--- src/rtl/operand_loader.sv ---
`default_nettype none
// ============================================================================
// Module   : operand_loader
// Purpose  : Debounces the load/clear push-buttons and latches the board
//            switches into operand A, then operand B, for the 4-bit gate unit.
//            Raises valid once both operands are held.
// Revision : 1.0 - initial release
// ============================================================================
module operand_loader #(
  parameter int WIDTH           = 4,
  parameter int DEBOUNCE_CYCLES = 16
) (
  input  logic             clk,
  input  logic             rst_n,
  input  logic [WIDTH-1:0] sw,
  input  logic             btn_load,
  input  logic             btn_clear,
  output logic [WIDTH-1:0] a,
  output logic [WIDTH-1:0] b,
  output logic             valid,
  output logic [1:0]       state_led
);

  // Counter must reach DEBOUNCE_CYCLES-1; keep at least one bit.
  localparam int               c_CNT_W   = (DEBOUNCE_CYCLES > 1) ? $clog2(DEBOUNCE_CYCLES) : 1;
  localparam logic [c_CNT_W-1:0] c_CNT_MAX = c_CNT_W'(DEBOUNCE_CYCLES - 1);

  typedef enum logic [1:0] {
    LOAD_A = 2'b00,
    LOAD_B = 2'b01,
    READY  = 2'b10
  } state_t;

  // Bit 0 is the load button, bit 1 the clear button.
  logic [1:0] w_raw;
  logic [1:0] w_pulse;

  assign w_raw = {btn_clear, btn_load};

  // Identical conditioning chain for each button: sync, debounce, edge pulse.
  for (genvar gi = 0; gi < 2; gi++) begin : g_btn
    logic               r_sync1;
    logic               r_sync2;
    logic               r_level;
    logic               r_level_prev;
    logic               r_pulse;
    logic [c_CNT_W-1:0] r_cnt;

    // Synchronize, accept a level only after it has been stable long enough,
    // and emit one pulse per accepted press (releases produce nothing).
    always_ff @(posedge clk) begin
      if (!rst_n) begin
        r_sync1      <= 1'b0;
        r_sync2      <= 1'b0;
        r_level      <= 1'b0;
        r_level_prev <= 1'b0;
        r_pulse      <= 1'b0;
        r_cnt        <= '0;
      end else begin
        r_sync1 <= w_raw[gi];
        r_sync2 <= r_sync1;
        if (r_sync2 == r_level) begin
          r_cnt <= '0;
        end else if (r_cnt == c_CNT_MAX) begin
          r_level <= ~r_level;
          r_cnt   <= '0;
        end else begin
          r_cnt <= r_cnt + 1'b1;
        end
        r_level_prev <= r_level;
        r_pulse      <= r_level & ~r_level_prev;
      end
    end

    assign w_pulse[gi] = r_pulse;
  end

  state_t           r_state;
  state_t           w_state_nxt;
  logic [WIDTH-1:0] r_a;
  logic [WIDTH-1:0] r_b;
  logic [WIDTH-1:0] w_a_nxt;
  logic [WIDTH-1:0] w_b_nxt;
  logic             r_valid;
  logic             w_valid_nxt;

  // Operand/state registers; everything updates together on a pulse.
  always_ff @(posedge clk) begin
    if (!rst_n) begin
      r_state <= LOAD_A;
      r_a     <= '0;
      r_b     <= '0;
      r_valid <= 1'b0;
    end else begin
      r_state <= w_state_nxt;
      r_a     <= w_a_nxt;
      r_b     <= w_b_nxt;
      r_valid <= w_valid_nxt;
    end
  end

  // Next-state logic: clear beats load; an unknown encoding falls back to LOAD_A.
  always_comb begin
    w_state_nxt = r_state;
    w_a_nxt     = r_a;
    w_b_nxt     = r_b;
    if (w_pulse[1]) begin
      w_state_nxt = LOAD_A;
      w_a_nxt     = '0;
      w_b_nxt     = '0;
    end else begin
      case (r_state)
        LOAD_A: begin
          if (w_pulse[0]) begin
            w_a_nxt     = sw;
            w_state_nxt = LOAD_B;
          end
        end
        LOAD_B: begin
          if (w_pulse[0]) begin
            w_b_nxt     = sw;
            w_state_nxt = READY;
          end
        end
        READY: begin
          // b keeps its old value until it is reloaded.
          if (w_pulse[0]) begin
            w_a_nxt     = sw;
            w_state_nxt = LOAD_B;
          end
        end
        default: begin
          w_state_nxt = LOAD_A;
          w_a_nxt     = '0;
          w_b_nxt     = '0;
        end
      endcase
    end
    w_valid_nxt = (w_state_nxt == READY);
  end

  assign a         = r_a;
  assign b         = r_b;
  assign valid     = r_valid;
  assign state_led = r_state;

endmodule
`default_nettype wire

--- config.mk ---
export PLATFORM = sky130hd
export DESIGN_NAME = operand_loader
export DESIGN_NICKNAME = d
export VERILOG_FILES = /design/src/rtl/operand_loader.sv
export SDC_FILE = /design/constraint.sdc
export NUM_CORES = 1
export LEC_CHECK = 0
export CORE_MARGIN = 4
export CORE_UTILIZATION = 30
export DETAILED_ROUTE_END_ITERATION = 6
export PLACE_DENSITY = 0.63
export SETUP_SLACK_MARGIN = 0.1
export SYNTH_ARGS = -nofsm -noshare
export SYNTH_HDL_FRONTEND = slang
export SYNTH_SLANG_ARGS = --single-unit
--- constraint.sdc ---
create_clock -name clk -period 1.1 [get_ports clk]
set_clock_uncertainty 0.1 [all_clocks]
set_input_delay 0.275 -clock clk [delete_from_list [all_inputs] [get_ports clk]]
set_output_delay 0.275 -clock clk [all_outputs]
set_load 0.1 [all_outputs]
# Word-level counts from Yosys, hierarchy flattened
# Index checks and enable logic that the tools add are counted.
# totals
elab_cells	54
ff_bits	29
out_inout_bits	11
# op_classes
addsub	2
n_mux	7
n_reduce_logical	9
n_bitwise	11
n_eq_ne	9
# op_table
op	count
one-hot mux 4 bit (2 select lines)	2
inverter 1 bit	9
adder 4 x 1 -> 4 bit (second input constant)	2
== test 4 bit (second input constant)	2
AND reduction 2 bit	4
2-to-1 mux 2 bit	3
OR reduction 3 bit	2
== test 2 bit (second input constant)	2
2-to-1 mux 4 bit	1
one-hot mux 2 bit (2 select lines)	1
OR reduction 2 bit	2
bitwise AND 1 bit	2
== test 1 bit	2
== test 2 x 1 -> 1 bit (second input constant)	1
zero test 2 bit	1
!= test 2 x 1 -> 1 bit (second input constant)	1
!= test 2 bit (second input constant)	1

# Longest topological paths before layout
# depth
word_depth	5
mapped_depth	4
ltp_nobuf	4

# Least setup slack after synthesis
# Ideal clock, no wire load.
# synth_timing
kind	flip-flop to flip-flop
start	register r_state[0], in the netlist state_led[0]
end	register r_b[0], in the netlist b[0]
t_arrival_ns	1.630
slack_ns	-0.757
path_buffers	0
stages_incl_launch_ff	4
setup_time_ns	0.128
t_required_ns	0.872
path_cell_list	dfxtp_1 -> o21ai_0 -> a32oi_1 -> nor2_1
# synth_via
elab_chain_len	4
elab_cells_between_ends	8
cone_classes	3 x eq/ne; 1 x mux; 1 x bitwise; 3 x reduce/logical
# synth_lines
item	line_no	text
start, declared	78	state_t r_state;
start signal, assigned	95	r_state <= w_state_nxt;
== test 2 bit or zero test 2 bit (tied branches)	112	case (r_state)
OR reduction 2 bit (no line)	--	
inverter 1 bit (no line)	--	
AND reduction 2 bit (no line)	--	
end signal, assigned	97	r_b <= w_b_nxt;
end, declared	81	logic [WIDTH-1:0] r_b;
# Parallel ways exist; a longest one is shown, timed or not.
# A chain may end at the register's enable or synchronous reset.

# Worst setup path in the final report
# layout_timing
start	register r_state[1], in the netlist state_led[1]
end	output state_led[1]
# layout_rtl
item	line_no	text
end, declared	21	output logic [1:0] state_led
# No word-level cell between the ends.

==> results by group <==
Synthesis
  – Synth cell types: 19
  – Mux share of post-synthesis cell area: 0.0402
  – Syn Std Cell Area: about 1000 um^2
  – Avg Inst Size Synth: slightly above 10 um^2
  – Yosys warning total: 0
  – #FFs+latches synth: 29
  – Top FF cell, synth: dfxtp_1
  – Post-Synth Simple-Gate Area: 0.211
  – Number of synthesized flops with an enable pin: 0
  – Largest family of logic cells by synthesized area: simple AND/OR/NAND/NOR gates
  – XOR/XNOR share of the synthesized area: 0.0527
  – Post-Synthesis Cells: approximately 100
  – Adder-Cell Fraction of Synth Area: 0.0251
  – Synth Net Count: around 110
  – Post-synthesis compound-gate area fraction: 0.0652
  – Sequential fraction of the synthesis area: 0.582
  – Post-synth ARST share: 0

STA
  – Worst-Margin Slew: 275 ps
  – Worst hold slack: 283 ps
  – RSZ-0062 raised after global routing: yes
  – Final TNS setup: -2190 ps
  – Fmax: around 760 MHz
  – Crit path time final: 1310 ps
  – Setup ws final: -211 ps
  – Pins Over Slew Limit: 0
  – Fin. Hold Viols: 0
  – Headroom to the max-slew limit: 0.816
  – Tcrit/Tclk final: 1.19
  – Finish-stage setup viols: 22

Global route
  – First-pass GRT wire length: 3240 um
  – Vias in the first global route: ~800
  – Total global-route track usage: 0.101
  – Initial antenna violation count: 0
  – Total congestion overflow: 0
  – Largest net degree at the start of global routing: 12

Placement
  – Dpl ws: -321 ps
  – Post-DP HPWL: 1390 um
  – Placed Area: approximately 1400 um^2
  – Gpl congestion: approximately 0.84
  – Buffers on Ports: 18

Final layout
  – Diode count: 0
  – Share of cells above drive strength 1: 0.456
  – Area of the multi-input gates: 489 um^2
  – Fill count: between 200 and 300
  – Commonest cells after routing, fill and taps aside: nor2_1, dfxtp_1, buf_4
  – FF+latch area: around 630 um^2
  – Synthesis-to-layout area growth: 67.0%
  – Final Net Count: 145
  – Final instance area: 1670 um^2

Power and ir drop
  – Maximum vdd ir drop: 0.000723 V
  – Power Density: between 1000 and 1500 nW/um^2
  – Static leakage: around 0.65 nW

Setup path
  – Worst Path Arrival: 940 ps
  – Crit end category: output pin
  – Worst setup path class: reg -> out
  – CP Launch Type: flip-flop
  – Worst Path Required: slightly above 700 ps
  – Cell count of the worst reg-to-reg path: 4
  – Max FO, Critical Path: 2

Clock tree
  – Num Clock Sinks: 29
  – Htree depth: 2
  – Cts bufs inserted: 5
  – Clock buffer depth: 2
  – Insertion delay to the later sink of the worst-skew pair: approximately 320 ps
  – Root Buffer: clkbuf_4
  – Clk slew on worst S/H paths: approximately 90 ps
  – CTS tree: yes

Die
  – DIE HEIGHT: between 60 and 70 um
  – Core Area: 3130 um^2
  – Die Wd: between 60 and 70 um
  – IO Pins: 19
  – Die area: between 4000 and 5000 um^2
  – Rows: 20
  – Starting Density: 0.319

Run status
  – Failing checks: setup timing
  – Status: finished, violations left

Detailed routing
  – WL final: around 2000 um
  – 1st-pass router iterations: 5
  – Routed vias/inst: approximately 4.5
  – WL met1: 848 um
  – DR DRC count: 0
  – Initial DRC Count: 21
  – ANT nets after route: 0
  – DR WL/cell: roughly 11 um
  – Via Count: between 800 and 900
  – Routed met2 length: 993 um
  – Met3 Routed Length: ~140 um
  – Highest routed layer: met4

Min path
  – Hold depth: 2
  – Worst min-delay path class: in -> reg

Run
  – Max-cap violations: 0
## Yosys cell counts, drive strengths merged, types with 2 or more instances
master,count,area [um^2]
dfxtp,29,581
nor2,13,48.8
nand3,10,50.1
and2,6,37.5
xor2,6,52.6
a21oi,5,25.0
a32oi,4,35.0
mux2i,4,40.0
nand2,4,15.0
nor2b,4,25.0
inv,3,11.3
and3,2,12.5
clkbuf,2,7.51
ha,2,25.0
## state kept, by name, summed over array words and instances (netlist names)
signal              cells
a                       4
g_btn.r_sync2           2
valid                   1
g_btn.r_pulse           2
b                       4
g_btn.r_cnt             8
g_btn.r_level_prev      2
g_btn.r_level           2
state_led               2
g_btn.r_sync1           2
## final timing paths
check        slack (ps)               end                   from
min                 280  g_btn[1].r_level                  rst_n
min reg2reg         290  g_btn[1].r_pulse  g_btn[1].r_level_prev
max                -210      state_led[1]           state_led[1]
max reg2reg         -80              b[0]           state_led[0]
## through the flow
step	util	power, mW	std cells
after floorplan	-	1.08	99
final	0.532	1.91	180
after detailed placement	0.463	1.12	166
after CTS	0.516	1.94	178
after global routing	0.532	2.00	180
after global placement	0.463	1.12	166
## kinds of logic (layout without fill, tap and decap cells)
group / Yosys count / after routing
AO/OA/AOI/OAI: 10 / 10
buffers and inverters: 6 / 43
XOR/XNOR: 6 / 6
adder cells (fa/ha/maj): 2 / 2
flip-flops: 29 / 29
multiplexers: 4 / 4
AND/OR/NAND/NOR: 42 / 42
## critical path, stage by stage (launching register included)
cell and delay, ps:
dfxtp_4 350, buf_6 110, buf_12 150
## final cells by class
cell class | instances | share of cell area
clock buffers | 8 | 0.0481
inverters | 3 | 0.00676
multi-input cells | 64 | 0.294
repair buffers | 32 | 0.241
flip-flops and latches | 29 | 0.377
well taps | 44 | 0.0331
## where the power goes
part           switching, mW  total, mW  leakage [nW]  internal [mW]
Clock                  0.356      0.807        0.0437          0.451
Combinational         0.0271     0.0668         0.363         0.0397
Sequential           0.00598       1.04         0.246           1.03
## per-layer routing
layer | vias up | GRT usage
met1 | 366 | 0.0953
li1 | 401 | -
met4 | 0 | 0.0699
met5 | - | 0
met2 | 32 | 0.176
met3 | 8 | 0.0393
## timing repair
item / in CTS / in global routing
endpoints found under the setup margin: 34 / 32
buffers inserted: 4 / 2
hold buffers: 0 / 0
pin swaps: 8 / 1
resized for setup: 12 / 8
gates cloned: 0 / 0
No activity file was read; power rests on OpenSTA's default activity.
